`src/rtl/ex_operand_ctrl_pkg.sv`:
```
// Shared definitions for the ID/EX operand control stage: select codes,
// register address width and the EX control bundle with its bubble value.
package ex_operand_ctrl_pkg;

  localparam int REG_ADDR_W = 5;

  localparam logic [1:0] FWD_RF    = 2'b00;
  localparam logic [1:0] FWD_EXMEM = 2'b01;
  localparam logic [1:0] FWD_MEMWB = 2'b10;
  localparam logic [1:0] FWD_ALT   = 2'b11;

  typedef struct packed {
    logic valid;
    logic reg_write;
    logic mem_read;
    logic mem_write;
  } ex_ctrl_t;

  localparam ex_ctrl_t EX_BUBBLE = '{valid: 1'b0, reg_write: 1'b0, mem_read: 1'b0, mem_write: 1'b0};

endpackage

```
`src/rtl/ex_operand_ctrl_fwd_match.sv`:
```
// Forwarding comparator for one source register: nearest producer (EX) wins
// over EX/MEM; x0 and unused sources always read the register file.
module fwd_match
  import ex_operand_ctrl_pkg::*;
#(
  parameter int ADDR_W = ex_operand_ctrl_pkg::REG_ADDR_W
) (
  input  logic              uses,
  input  logic [ADDR_W-1:0] rs,
  input  logic              ex_valid,
  input  logic              ex_reg_write,
  input  logic [ADDR_W-1:0] ex_rd,
  input  logic              exmem_reg_write,
  input  logic [ADDR_W-1:0] exmem_rd,
  output logic [1:0]        code
);

  always_comb begin
    code = FWD_RF;
    if (uses && (rs != '0)) begin
      if (ex_valid && ex_reg_write && (rs == ex_rd)) begin
        code = FWD_EXMEM;
      end else if (exmem_reg_write && (rs == exmem_rd)) begin
        code = FWD_MEMWB;
      end
    end
  end

endmodule

```
`src/rtl/ex_operand_ctrl.sv`:
```
// ID/EX control register: latches decoded fields into EX, detects load-use
// hazards, produces registered operand-mux selects and a saturating stall count.
module ex_operand_ctrl
  import ex_operand_ctrl_pkg::*;
#(
  parameter int REG_ADDR_W = ex_operand_ctrl_pkg::REG_ADDR_W,
  parameter int CNT_W      = 16
) (
  input  logic                  clk,
  input  logic                  rst,
  input  logic                  id_valid,
  input  logic [REG_ADDR_W-1:0] id_rs1,
  input  logic [REG_ADDR_W-1:0] id_rs2,
  input  logic [REG_ADDR_W-1:0] id_rd,
  input  logic                  id_uses_rs1,
  input  logic                  id_uses_rs2,
  input  logic                  id_reg_write,
  input  logic                  id_mem_read,
  input  logic                  id_mem_write,
  input  logic                  id_a_is_pc,
  input  logic                  id_b_is_imm,
  input  logic [REG_ADDR_W-1:0] exmem_rd,
  input  logic                  exmem_reg_write,
  input  logic                  flush,
  input  logic                  hold,
  output logic                  stall,
  output logic                  ex_valid,
  output logic                  ex_reg_write,
  output logic                  ex_mem_read,
  output logic                  ex_mem_write,
  output logic [REG_ADDR_W-1:0] ex_rd,
  output logic [1:0]            fwd_a_sel,
  output logic [1:0]            fwd_b_sel,
  output logic [1:0]            fwd_sd_sel,
  output logic [CNT_W-1:0]      stall_cnt
);

  localparam logic [CNT_W-1:0] CNT_MAX = '1;

  ex_ctrl_t              ex_ctrl_p1;
  logic [REG_ADDR_W-1:0] ex_rd_p1;
  logic [1:0]            fwd_a_p1;
  logic [1:0]            fwd_b_p1;
  logic [1:0]            fwd_sd_p1;
  logic [CNT_W-1:0]      stall_cnt_p1;

  logic [1:0] rs1_code;
  logic [1:0] rs2_code;
  logic [1:0] fwd_a_p0;
  logic [1:0] fwd_b_p0;
  logic       luh;

  // ---- ID stage: forwarding match and hazard detection ----
  fwd_match #(.ADDR_W(REG_ADDR_W)) u_match_rs1 (
    .uses            (id_uses_rs1),
    .rs              (id_rs1),
    .ex_valid        (ex_ctrl_p1.valid),
    .ex_reg_write    (ex_ctrl_p1.reg_write),
    .ex_rd           (ex_rd_p1),
    .exmem_reg_write (exmem_reg_write),
    .exmem_rd        (exmem_rd),
    .code            (rs1_code)
  );

  fwd_match #(.ADDR_W(REG_ADDR_W)) u_match_rs2 (
    .uses            (id_uses_rs2),
    .rs              (id_rs2),
    .ex_valid        (ex_ctrl_p1.valid),
    .ex_reg_write    (ex_ctrl_p1.reg_write),
    .ex_rd           (ex_rd_p1),
    .exmem_reg_write (exmem_reg_write),
    .exmem_rd        (exmem_rd),
    .code            (rs2_code)
  );

  assign fwd_a_p0 = id_a_is_pc  ? FWD_ALT : rs1_code;
  assign fwd_b_p0 = id_b_is_imm ? FWD_ALT : rs2_code;

  assign luh = id_valid & ex_ctrl_p1.valid & ex_ctrl_p1.mem_read & (ex_rd_p1 != '0) &
               ((id_uses_rs1 & (id_rs1 == ex_rd_p1)) | (id_uses_rs2 & (id_rs2 == ex_rd_p1)));

  // A taken branch kills the dependent instruction, so no stall is needed then.
  assign stall = luh & ~flush & ~rst;

  // ---- ID/EX boundary ----
  always_ff @(posedge clk) begin
    if (rst) begin
      ex_ctrl_p1   <= EX_BUBBLE;
      ex_rd_p1     <= '0;
      fwd_a_p1     <= FWD_RF;
      fwd_b_p1     <= FWD_RF;
      fwd_sd_p1    <= FWD_RF;
      stall_cnt_p1 <= '0;
    end else if (flush) begin
      ex_ctrl_p1 <= EX_BUBBLE;
      ex_rd_p1   <= '0;
      fwd_a_p1   <= FWD_RF;
      fwd_b_p1   <= FWD_RF;
      fwd_sd_p1  <= FWD_RF;
    end else if (!hold) begin
      if (luh) begin
        ex_ctrl_p1 <= EX_BUBBLE;
        ex_rd_p1   <= '0;
        fwd_a_p1   <= FWD_RF;
        fwd_b_p1   <= FWD_RF;
        fwd_sd_p1  <= FWD_RF;
        if (stall_cnt_p1 != CNT_MAX) begin
          stall_cnt_p1 <= stall_cnt_p1 + 1'b1;
        end
      end else begin
        ex_ctrl_p1 <= '{valid:     id_valid,
                        reg_write: id_reg_write & id_valid,
                        mem_read:  id_mem_read  & id_valid,
                        mem_write: id_mem_write & id_valid};
        ex_rd_p1   <= id_rd;
        fwd_a_p1   <= fwd_a_p0;
        fwd_b_p1   <= fwd_b_p0;
        fwd_sd_p1  <= rs2_code;
      end
    end
  end

  // ---- EX stage outputs ----
  assign ex_valid     = ex_ctrl_p1.valid;
  assign ex_reg_write = ex_ctrl_p1.reg_write;
  assign ex_mem_read  = ex_ctrl_p1.mem_read;
  assign ex_mem_write = ex_ctrl_p1.mem_write;
  assign ex_rd        = ex_rd_p1;
  assign fwd_a_sel    = fwd_a_p1;
  assign fwd_b_sel    = fwd_b_p1;
  assign fwd_sd_sel   = fwd_sd_p1;
  assign stall_cnt    = stall_cnt_p1;

endmodule

```
`config.mk`:
```
export PLATFORM = sky130hd
export DESIGN_NAME = ex_operand_ctrl
export DESIGN_NICKNAME = d
export VERILOG_FILES = /design/src/rtl/ex_operand_ctrl_pkg.sv /design/src/rtl/ex_operand_ctrl_fwd_match.sv /design/src/rtl/ex_operand_ctrl.sv
export SDC_FILE = /design/constraint.sdc
export NUM_CORES = 1
export LEC_CHECK = 0
export CAP_MARGIN = 5
export CORE_ASPECT_RATIO = 1.5
export CORE_MARGIN = 8
export CORE_UTILIZATION = 47
export CTS_CLUSTER_SIZE = 14
export DETAILED_ROUTE_END_ITERATION = 8
export PLACE_DENSITY = 0.85
export SLEW_MARGIN = 20
export SYNTH_ARGS = -nofsm -noshare
export SYNTH_HDL_FRONTEND = slang
export SYNTH_SLANG_ARGS = --single-unit
```
`constraint.sdc`:
```
create_clock -name clk -period 4.8 [get_ports clk]
set_input_delay 0.72 -clock clk [delete_from_list [all_inputs] [get_ports clk]]
set_output_delay 0.72 -clock clk [all_outputs]
set_load 0.01 [all_outputs]
```
# After elaboration in Yosys (flattened, before gate mapping)
# Cells that the tools add are included.
# Widths: inputs -> output; s select.
[totals]
register_bits = 31
inputBits = 33
output_inout_bits = 32
[classes]
n_addsub = 1
n_eq_ne = 5
mux = 13
n_bitwise = 15
n_reduce_logical = 12
[ops]
columns = ["operator", "n"]
rows = [
  ["$mux 2", 11],
  ["$eq 5x5->1", 4],
  ["$add 16x1->16 const B", 1],
  ["$ne 16x16->1 const B", 1],
  ["$reduce_bool 5->1", 3],
  ["$and 1x1->1", 11],
  ["$logic_and 1x1->1", 7],
  ["$mux 5", 1],
  ["$mux 4", 1],
  ["$reduce_and 4->1", 1],
  ["$not 1->1", 3],
  ["$reduce_or 2->1", 1],
  ["$or 1x1->1", 1],
]

# Longest topological paths before layout
# Gate-level depths: netlist of the first run.
[logic_depth]
ltp_word = 7
depth_mapped = 9
depth_no_buf = 7

# Modules after synthesis
# From an unflattened synthesis of the first run, not the netlist that was laid out.
[hier_totals]
cells_unflattened = 218
hier_area_um2 = 1830.5
[by_module_without_submodules]
columns = ["mod", "instances", "cells_per_inst", "area_each_um2", "seq_area_each_um2"]
rows = [
  ["ex_operand_ctrl", 1, 182, 1552.7, 620.6],
  ["fwd_match", 2, 18, 138.9, 0.0],
]

# Worst setup path before layout of the first run
# OpenSTA, ideal clock, no wires.
[synth_timing]
path_type = "input port to output port"
from = "input port id_rs2[2]"
to = "output port stall"
arrival_ns = 1.795
t_required_ns = 4.080
slack_ns = 2.285
cell_stages = 6
n_path_buf = 1
path_cell_list = "xor2_1 > nor3_2 > a32o_2 > nand2_1 > buf_2 > nor2_1"
[synth_via]
elab_chain_len = 6
[synth_rtl]
columns = ["element", "line", "rtl"]
rows = [
  ["start: declaration", "ex_operand_ctrl.sv:13", "input logic [REG_ADDR_W-1:0] id_rs2,"],
  ["$eq 5x5->1", "ex_operand_ctrl.sv:80", "((id_uses_rs1 & (id_rs1 == ex_rd_p1)) | (id_uses_rs2 & (id_rs2 == ex_rd_p1)));"],
  ["$and 1x1->1", "ex_operand_ctrl.sv:80", ""],
  ["$or 1x1->1", "ex_operand_ctrl.sv:80", ""],
  ["$and 1x1->1", "ex_operand_ctrl.sv:79", "assign luh = id_valid & ex_ctrl_p1.valid & ex_ctrl_p1.mem_read & (ex_rd_p1 != '0) &"],
  ["$and 1x1->1 (2 in a row)", "ex_operand_ctrl.sv:83", "assign stall = luh & ~flush & ~rst;"],
  ["end: declaration", "ex_operand_ctrl.sv:26", "output logic stall,"],
]
# Every way passes these cells.

# Worst setup path after layout of the first run
[layout_timing]
from = "input port rst"
to = "output port stall"
[layout_via]
elab_chain_len = 2
[layout_rtl]
columns = ["element", "line", "rtl"]
rows = [
  ["start: declaration", "ex_operand_ctrl.sv:10", "input logic rst,"],
  ["$not 1->1", "ex_operand_ctrl.sv:83", ""],
  ["$and 1x1->1", "ex_operand_ctrl.sv:83", ""],
]
# Every way passes these cells.

==> results by group, run 1 <==
Flow run
  – Maxcap violations: 0

Timing
  – Slew HR: 0.6193
  – Worst setup skew after layout: 0.003815 ns
  – Fin. max-slew vios: 0
  – Setup TNS Final: 0 ns
  – Fin crit period: 3.376 ns
  – Hold Violations, Final: 0
  – Final setup margin: approximately 1.4 ns
  – # setup viols final: 0
  – Worst-Margin Slew: 0.5693 ns
  – WHS: between 0.4 and 0.5 ns
  – Fin crit share: 0.7032
  – F_max: between 0.2 and 0.3 GHz
  – Unrepaired setup endpoints after global routing: false

Setup path
  – Crit path top cell by count: clkdlybuf4s50_1
  – Critical path startpoint: rst
  – Critical path, cell by cell: clkdlybuf4s50_1 -> or2_2 -> nor2_1 -> clkdlybuf4s50_1
  – CP startpoint kind: primary input
  – Critical path's largest stage delay: approximately 0.7 ns
  – Flop-to-flop setup slack: 2.73 ns
  – CP arrival: 2.66 ns
  – Crit-path slowest cell: clkdlybuf4s50_1
  – CP endpoint kind: output port
  – CP Class: primary input to output port
  – Max FO, Critical Path: 16
  – Worst EP required: 4.08 ns
  – Worst r2r src: stall_cnt[0]

Yosys
  – Synth unique cells: 41
  – Post-synthesis cell count: roughly 200
  – Avg Cell Area, Syn: 8.231 um2
  – Post-Syn Nets: 238
  – Post-synthesis sequential area ratio: 0.3696
  – YS warnings: 0
  – Register bit total from synthesis: 31
  – Cell Area, Synth: 1679 um2

Clock network
  – CTS buffer count: 5
  – Post-CTS Hold Buffers: 0
  – Clk sinks: 31
  – Setup bufs post-CTS: 0
  – Clk pin slew, worst setup/hold paths: 0.06 ns
  – Clk_lat worst skew: 0.28 ns
  – H-tree depth: 2
  – Worst-case clock buffer depth: 2
  – Clock root buffer: clkbuf_8
  – Clock tree from TritonCTS: built
  – # resized after CTS: 0

Route
  – Post-detailed-routing wire length: 5.121 mm
  – Routed len/inst: roughly 17 um
  – Via count: 1,794
  – ANT nets after route: 0
  – Drt initial violations: 44
  – Drt first pass iters: 4
  – Vias/cell: around 5.8
  – DRC: 0

Floorplanning
  – Die area: 5780 um2
  – Initial Utilization: 0.4916
  – Total I/O pin count: 65
  – Row count: 26
  – Chip height: 89.21 um
  – Die W: 64.80 um
  – Core area: 3416 um2

Pwr
  – Clk pwr share: 0.377
  – Power Density: about 220 nW/um2
  – Sw Pwr: roughly 0.00013 W
  – Peak supply drop: 206.3 uV
  – Combinational Power Share: 0.137
  – Leak: 0.8167 nW
  – Reg power frac: 0.487
  – Switching share of power: 0.2366
  – Internal: 0.0004147 W

Hold path
  – Worst Hold Launch: fwd_sd_sel[0]
  – Type of the tightest min-delay check: flop to flop

GRT
  – Overflow after GRT: 0
  – Pin count of the biggest net entering global routing: 29
  – First-pass GRT wire length: 8.093 mm
  – Total track usage: 0.1775
  – Initial antenna violation count: 0
  – Vias in the first global route: 1,787

Cells and area
  – Commonest non-fill, non-tap cell in the layout: clkdlybuf4s50_1
  – Layout Nets: 301
  – Syn-to-layout area delta: 44.49%
  – Post-route design area: between 2000 and 2500 um2
  – Most frequent cells in the layout: clkdlybuf4s50_1, dfxtp_1, xor2_1, a21oi_1
  – # diodes: 0
  – Ratio of cells with drive above 1 in the final layout: 0.05618

Placement
  – Place WS: approximately 1.4 ns
  – Final HPWL DP: just over 4 mm
  – # port buffers: 64
  – Post-DP Area: around 2300 um2
  – RePlAce Congestion: approximately 0.91

Outcome
  – Status: complete, no violations
[worst paths after layout]
| check | to | cells after the start |
|---|---|---|
| max | stall | 4 |
| min | fwd_sd_sel[0] | 2 |
| max reg2reg | stall_cnt[13] | 7 |
| min reg2reg | fwd_sd_sel[0] | 2 |
[power by group through the flow]
stage | sequential (W) | clock [W] | combinational [W]
2_1_floorplan | 0.000271 | 0 | 0.0000280
3_3_place_gp | 0.000270 | 0 | 0.0000735
3_5_place_dp | 0.000270 | 0 | 0.0000744
4_1_cts | 0.000264 | 0.000213 | 0.0000750
5_1_grt | 0.000264 | 0.000223 | 0.0000808
6_report | 0.000264 | 0.000205 | 0.0000742
[kinds of logic (layout without fill, tap and decap cells)]
group | count (synthesis) | count (layout) | synth area share
buf+inv | 12 | 75 | 0.03352
mux | 1 | 1 | 0.005961
fa+ha+maj | 1 | 1 | 0.007450
simple gates | 88 | 88 | 0.2936
flops | 31 | 31 | 0.3696
xor+xnor | 22 | 22 | 0.1148
compound gates | 49 | 49 | 0.1751
[metal layers]
| metal | global-route usage | share of wire |
|---|---|---|
| met1 | 0.1707 | 0.40 |
| met4 | 0.08964 | 0.031 |
| met3 | 0.05395 | 0.059 |
| met2 | 0.3321 | 0.51 |
| met5 | 0 | 0 |
[stage by stage]
stage | std cells | power [W] | utilization
6_report | 309 | 0.0005433 | 0.7103
5_1_grt | 309 | 0.0005687 | 0.7103
4_1_cts | 309 | 0.0005521 | 0.7103
3_5_place_dp | 302 | 0.0003445 | 0.6846
3_3_place_gp | 302 | 0.0003435 | 0.6846
2_1_floorplan | 204 | 0.0002987 | -
[synth_stat cells, drive strengths merged]
cell type	instances	area [um2]
a32o	1	11.26
o22ai	3	18.77
dfxtp	31	620.6
xor2	20	175.2
a32oi	2	17.52
o31ai	2	15.01
nor4	6	37.54
nor2b	3	18.77
nand3	17	102.6
o31a	3	26.28
clkbuf	5	20.01
a22oi	1	7.510
o21a	4	30.03
inv	1	3.750
and2	2	12.52
nor3b	2	15.01
or3	10	62.56
ha	1	12.51
or4	4	30.03
nand2	15	56.30
and3	1	6.260
nor2	11	41.29
and4	1	10.01
nor3	4	25.02
buf	5	28.78
nand4	10	62.56
xnor2	2	17.52
clkinv	1	3.750
a21oi	20	100.1
mux2i	1	10.01
o211ai	1	7.510
or2	2	12.52
o21ai	12	60.06
[sequential cells by signal, summed over array words and instances, names as in the netlist]
name / count
fwd_sd_sel: 2
fwd_a_sel: 2
ex_rd: 5
ex_mem_write: 1
ex_valid: 1
stall_cnt: 16
ex_reg_write: 1
fwd_b_sel: 2
ex_mem_read: 1
[final cells by class]
class / count / area [um2]
clock buffers: 6 / 82.58
inverters: 2 / 7.507
well taps: 42 / 52.55
clock inverters: 1 / 5.005
flip-flops and latches: 31 / 620.6
multi-input cells: 161 / 1002
repair buffers: 66 / 655.6
fillers: 293 / 989.7
[worst max-delay path: cells and delay by family]
family | cells | cell delay (ns)
buf+inv | 2 | 1.25
simple gates | 2 | 0.68
Power figures use the tool's default switching activity.
==> run 2: changes to the inputs <==
CORE_UTILIZATION = 39   (was 47)
PLACE_DENSITY = 0.75   (was 0.85)
clock period = 2.95 ns   (was 4.8 ns; I/O delays follow)
==> run 2 against run 1 <==
Net effect:
- hold slack got worse by 0.0044 ns
- sequential power is 63% higher
- routed wire length is 3.7% higher
- critical path depth is 3 higher
==> results by group, run 2 (synthesis gave the netlist of run 1 again) <==
Outcome
  – Status: complete, no violations

Clock network
  – Worst-case clock buffer depth: 2 (unchanged)
  – Clk pin slew, worst setup/hold paths: 0.07 ns (about the same)
  – Post-CTS Hold Buffers: 0 (unchanged)
  – H-tree depth: 2 (unchanged)
  – Clock root buffer: clkbuf_8
  – Clk sinks: 31 (unchanged)
  – CTS buffer count: 5 (unchanged)
  – Setup bufs post-CTS: 0 (unchanged)
  – Clock tree from TritonCTS: built
  – Clk_lat worst skew: 0.28 ns (about the same)

Timing
  – Fin crit period: between 2 and 3 ns
  – Worst setup skew after layout: 0.004083 ns (+0.0002679 ns)
  – Unrepaired setup endpoints after global routing: false
  – Worst-Margin Slew: 0.4166 ns (-0.1527 ns)
  – Hold Violations, Final: 0 (unchanged)
  – Setup TNS Final: 0 ns (unchanged)
  – Fin. max-slew vios: 0 (unchanged)
  – Slew HR: 0.7201 (+0.1009)
  – # setup viols final: 0 (unchanged)
  – Fin crit share: 0.9541
  – F_max: 0.3553 GHz

Setup path
  – Crit path top cell by count: clkdlybuf4s50_1
  – CP startpoint kind: primary input
  – Flop-to-flop setup slack: 0.88 ns (-1.85 ns)
  – Worst EP required: 2.51 ns (-1.57 ns)
  – Worst r2r src: stall_cnt[0]
  – CP endpoint kind: output port
  – Critical path, cell by cell: clkdlybuf4s50_1 -> xor2_1 -> nor3b_1 -> a32o_2 -> nand2_1 -> nor2_1 -> clkdlybuf4s50_1
  – Crit-path slowest cell: clkdlybuf4s50_1
  – Max FO, Critical Path: 3 (-13)
  – Critical path's largest stage delay: 0.57 ns (-0.13 ns)
  – CP arrival: 2.37 ns (-0.29 ns)
  – CP Class: primary input to output port
  – R2R depth: 7 (unchanged)
  – Critical path startpoint: id_rs1[4]
  – FF-to-FF End: stall_cnt[13]

Floorplanning
  – Row count: 29 (+12%)
  – Total I/O pin count: 65 (unchanged)
  – Die W: 69.58 um (+7.4%)
  – Die area: 6704 um2 (+16%)
  – Core area: 4173 um2 (+22%)
  – Initial Utilization: 0.4024 (-0.08918)
  – Chip height: 96.36 um (+8.0%)

GRT
  – Overflow after GRT: 0 (unchanged)
  – First-pass GRT wire length: 8.480 mm (+4.8%)
  – Total track usage: 0.1569 (-0.02064)
  – Initial antenna violation count: 0 (unchanged)
  – Vias in the first global route: 1,781 (-0.34%)
  – Pin count of the biggest net entering global routing: 29 (unchanged)

Hold path
  – Hold Path Sink: fwd_sd_sel[1]
  – Type of the tightest min-delay check: flop to flop
  – Worst Hold Launch: fwd_sd_sel[1]
  – Hold Path Depth: 2 (unchanged)

Route
  – Vias/cell: 5.598 (-3.6%)
  – ANT nets after route: 0 (unchanged)
  – DRC: 0 (unchanged)
  – Drt initial violations: 55 (+25%)
  – Via count: 1,769 (-1.4%)
  – Post-detailed-routing wire length: 5.308 mm (+3.7%)
  – Drt first pass iters: 4 (unchanged)
  – Routed len/inst: 16.80 um (+1.4%)

Cells and area
  – Max FFs per register: 16 (unchanged)
  – Post-route design area: 2445 um2 (+0.77%)
  – Commonest non-fill, non-tap cell in the layout: clkdlybuf4s50_1
  – # diodes: 0 (unchanged)
  – Most frequent cells in the layout: clkdlybuf4s50_1, dfxtp_1, xor2_1, a21oi_1
  – Syn-to-layout area delta: 45.60%
  – Layout Nets: 303 (+0.66%)
  – Multi-input gate area: 1007 um2 (+0.50%)
  – Ratio of cells with drive above 1 in the final layout: 0.06296 (+0.006783)
  – Register area: 620.6 um2 (unchanged)
  – Filler cell count: 393 (+34%)

Pwr
  – Power Density: 358.6 nW/um2 (+60%)
  – Leak: 0.8231 nW (+0.79%)
  – Peak supply drop: 283.4 uV (+37%)
  – PnR Total Power: 0.0008768 W (+61%)

Flow run
  – Maxcap violations: 0 (unchanged)

Placement
  – RePlAce Congestion: 0.8594 (-5.7%)
  – Post-DP Area: 2359 um2 (+0.86%)
  – Final HPWL DP: 4.121 mm (+2.3%)
  – # port buffers: 64 (unchanged)
[run 2: metal layers]
metal / vias to the layer above / track usage / share of wire
met3: 11 / 0.04747 / 0.061
met2: 63 / 0.2891 / 0.51
li1: 884 / - / -
met1: 811 / 0.1623 / 0.41
met4: 0 / 0.06518 / 0.019
met5: - / 0 / 0
[run 2: how the worst max path moves through the flow]
stage	end	slack [ns]	depth (start not counted)
2_1_floorplan	stall	0.99	6
3_3_place_gp	stall	0.12	7
3_5_place_dp	stall	0.12	7
4_1_cts	stall	0.12	7
5_1_grt	stall	0.05	7
6_report	stall	0.14	7
[run 2: through the flow]
| stage | instances | setup slack, ns | utilization | hold slack (ns) |
|---|---|---|---|---|
| 6_report | 316 | 0.1355 | 0.5859 | 0.4678 |
| 5_1_grt | 316 | 0.05084 | 0.5859 | 0.4908 |
| 4_1_cts | 316 | 0.1176 | 0.5847 | 0.4713 |
| 3_5_place_dp | 308 | 0.1225 | 0.5652 | 0.4614 |
| 3_3_place_gp | 308 | 0.1242 | 0.5652 | 0.4567 |
| 2_1_floorplan | 204 | 0.9903 | - | 0.4858 |
[run 2: cell type report]
type	instances	area share
multi-input cells	161	0.4120
well taps	46	0.02354
inverters	2	0.003071
clock buffers	7	0.03122
repair buffers	68	0.2743
clock inverters	1	0.002047
flip-flops and latches	31	0.2538
[run 2: what timing repair did]
action,CTS,global route
endpoints found under the setup margin,0,1
hold endpoints to repair,0,0
gates resized for setup,0,1
[run 2: report_power, final]
| group | switching, W | internal, W | leakage [nW] |
|---|---|---|---|
| Combinational | 0.0000541 | 0.0000694 | 0.530 |
| Sequential | 0.00000620 | 0.000424 | 0.251 |
| Clock | 0.000158 | 0.000165 | 0.0422 |
| Total | 0.000218 | 0.000659 | 0.823 |
[run 2: critical path: cells and delay by family]
family	cells	cell delay [ns]
buffers and inverters	2	1.04
AOI/OAI and AO/OA	1	0.22
xor gates and xnor gates	1	0.19
and+or+nand+nor	3	0.48
==> run 3: changes to the inputs <==
CORE_MARGIN = 2   (was 8)
==> run 3 against run 2 <==
Net effect:
- combinational power about the same
- non-clock buffer count unchanged
- count of clock-buffer cells in the layout down 1
- critical endpoint unchanged
- largest cell class unchanged
- largest power group unchanged
==> results by group, run 3 (synthesis gave the netlist of run 1 again) <==
GRT
  – Busiest grt layer: met2
  – Total track usage: 0.1988 (+0.04191)
  – Initial antenna violation count: 0 (unchanged)
  – Met3 usage: 0.04622 (-0.001247)
  – Grt met2 use: 0.3574 (+0.06831)
  – Vias in the first global route: 1,737 (-2.5%)
  – Pin count of the biggest net entering global routing: 29 (unchanged)
  – First-pass GRT wire length: 7.596 mm (-10%)
  – Overflow after GRT: 0 (unchanged)
  – GR Util met1: 0.2088 (+0.04649)

Timing
  – Final setup margin: 0.1522 ns (+0.01668 ns)
  – Worst setup skew after layout: 0.006782 ns (+0.002699 ns)
  – Setup TNS Final: 0 ns (unchanged)
  – # setup viols final: 0 (unchanged)
  – Unrepaired setup endpoints after global routing: false
  – Fin crit period: 2.798 ns (-0.01668 ns)
  – Fin. max-slew vios: 0 (unchanged)
  – Hold Violations, Final: 0 (unchanged)
  – Worst-Margin Slew: 0.4626 ns (+0.04595 ns)
  – F_max: 0.3574 GHz (+0.60%)
  – Fin crit share: 0.9484 (-0.005653)
  – Slew HR: 0.6892 (-0.03087)

Hold path
  – Worst Hold Launch: fwd_sd_sel[0]
  – Type of the tightest min-delay check: flop to flop
  – Hold Path Sink: fwd_sd_sel[0]
  – Hold Path Depth: 2 (unchanged)

Clock network
  – Clk sinks: 31 (unchanged)
  – # resized after CTS: 0 (unchanged)
  – Clock root buffer: clkbuf_8
  – H-tree depth: 2 (unchanged)
  – Clock tree from TritonCTS: built
  – Clk pin slew, worst setup/hold paths: 0.07 ns (about the same)
  – Setup bufs post-CTS: 0 (unchanged)
  – Clk_lat worst skew: 0.28 ns (about the same)
  – CTS buffer count: 5 (unchanged)
  – Worst-case clock buffer depth: 2 (unchanged)
  – Post-CTS Hold Buffers: 0 (unchanged)

Route
  – Vias/cell: 5.686 (+1.6%)
  – Post-detailed-routing wire length: 4.810 mm (-9.4%)
  – Via count: 1,791 (+1.2%)
  – ANT nets after route: 0 (unchanged)
  – Routed len/inst: 15.27 um (-9.1%)
  – DRC: 0 (unchanged)
  – Drt first pass iters: 4 (unchanged)
  – Drt initial violations: 50 (-9.1%)

Floorplanning
  – Initial Utilization: 0.4024 (unchanged)
  – Die W: 57.58 um (-17%)
  – Row count: 29 (unchanged)
  – Die area: 4857 um2 (-28%)
  – Chip height: 84.36 um (-12%)
  – Total I/O pin count: 65 (unchanged)
  – Core area: 4173 um2 (unchanged)

Cells and area
  – # diodes: 0 (unchanged)
  – Syn-to-layout area delta: 45.68% (about the same)
  – Commonest non-fill, non-tap cell in the layout: clkdlybuf4s50_1
  – Layout Nets: 303 (unchanged)
  – Max FFs per register: 16 (unchanged)
  – Post-route design area: 2446 um2 (about the same)
  – Ratio of cells with drive above 1 in the final layout: 0.06320 (+0.0002341)
  – Most frequent cells in the layout: clkdlybuf4s50_1, dfxtp_1, xor2_1, a21oi_1

Outcome
  – Status: complete, no violations

Setup path
  – Flop-to-flop setup slack: 0.83 ns (-0.05 ns)
  – FF-to-FF End: stall_cnt[13]
  – Max FO, Critical Path: 3 (unchanged)
  – R2R depth: 7 (unchanged)
  – CP startpoint kind: primary input
  – Crit path top cell by count: clkdlybuf4s50_1
  – CP arrival: 2.36 ns (about the same)
  – Critical path, cell by cell: clkdlybuf4s50_1 -> xor2_1 -> nor3_1 -> a32o_2 -> nand2_1 -> nor2_1 -> clkdlybuf4s50_1
  – Critical path's largest stage delay: 0.55 ns (-0.02 ns)
  – CP endpoint kind: output port
  – Worst EP required: 2.51 ns (about the same)
  – Worst r2r src: stall_cnt[0]
  – CP Class: primary input to output port
  – Crit-path slowest cell: clkdlybuf4s50_1

Pwr
  – Power Density: 364.4 nW/um2 (+1.6%)
  – Leak: 0.8269 nW (+0.47%)
  – Peak supply drop: 435.2 uV (+54%)

Placement
  – # port buffers: 64 (unchanged)
  – RePlAce Congestion: 0.9246 (+7.6%)
  – Post-DP Area: 2359 um2 (unchanged)
  – Place WS: 0.1323 ns (+0.009843 ns)
  – Final HPWL DP: 3.641 mm (-12%)

Flow run
  – Maxcap violations: 0 (unchanged)
-- run 3: worst max path at each step --
stage               startpoint  endpoint  cells past startpoint
finish               id_rs1[0]     stall                      7
global route         id_rs1[2]     stall                      7
CTS                  id_rs1[0]     stall                      7
detailed placement   id_rs1[2]     stall                      7
global placement     id_rs1[2]     stall                      7
floorplan            id_rs2[2]     stall                      6
-- run 3: report_power, final --
group	internal (W)	leakage (nW)	switching, W
clock network	0.000183	0.0470	0.000156
registers	0.000424	0.251	0.00000626
logic	0.0000692	0.529	0.0000533
total	0.000676	0.827	0.000216
-- run 3: final cells by class --
type,instances,area [um2]
repair buffers,68,670.6
clock inverters,1,5.005
flip-flops and latches,31,620.6
well taps,46,57.56
fillers,404,1727
clock buffers,6,82.58
inverters,2,7.507
multi-input cells,161,1002
-- run 3: per-layer routing --
layer | vias to the layer above | wire length, um | part of all wire
met3 | 17 | 322 | 0.067
met2 | 80 | 2379 | 0.49
met1 | 810 | 1929 | 0.40
li1 | 884 | - | -
met4 | 0 | 178 | 0.037
met5 | - | 0 | 0
-- run 3: through the flow --
stage | power (W) | std cells | hold WS (ns) | util
2_1_floorplan | 0.0004859 | 204 | 0.4858 | -
6_report | 0.0008914 | 315 | 0.4675 | 0.5862
4_1_cts | 0.0009011 | 315 | 0.4717 | 0.5862
5_1_grt | 0.0009294 | 315 | 0.4886 | 0.5862
3_3_place_gp | 0.0005600 | 308 | 0.4590 | 0.5652
3_5_place_dp | 0.0005615 | 308 | 0.4604 | 0.5652
-- run 3: critical path: cells and delay by family --
| kind | cells | cell delay [ns] |
|---|---|---|
| buf+inv | 2 | 1.03 |
| xor+xnor | 1 | 0.17 |
| compound gates | 1 | 0.23 |
| simple gates | 3 | 0.49 |
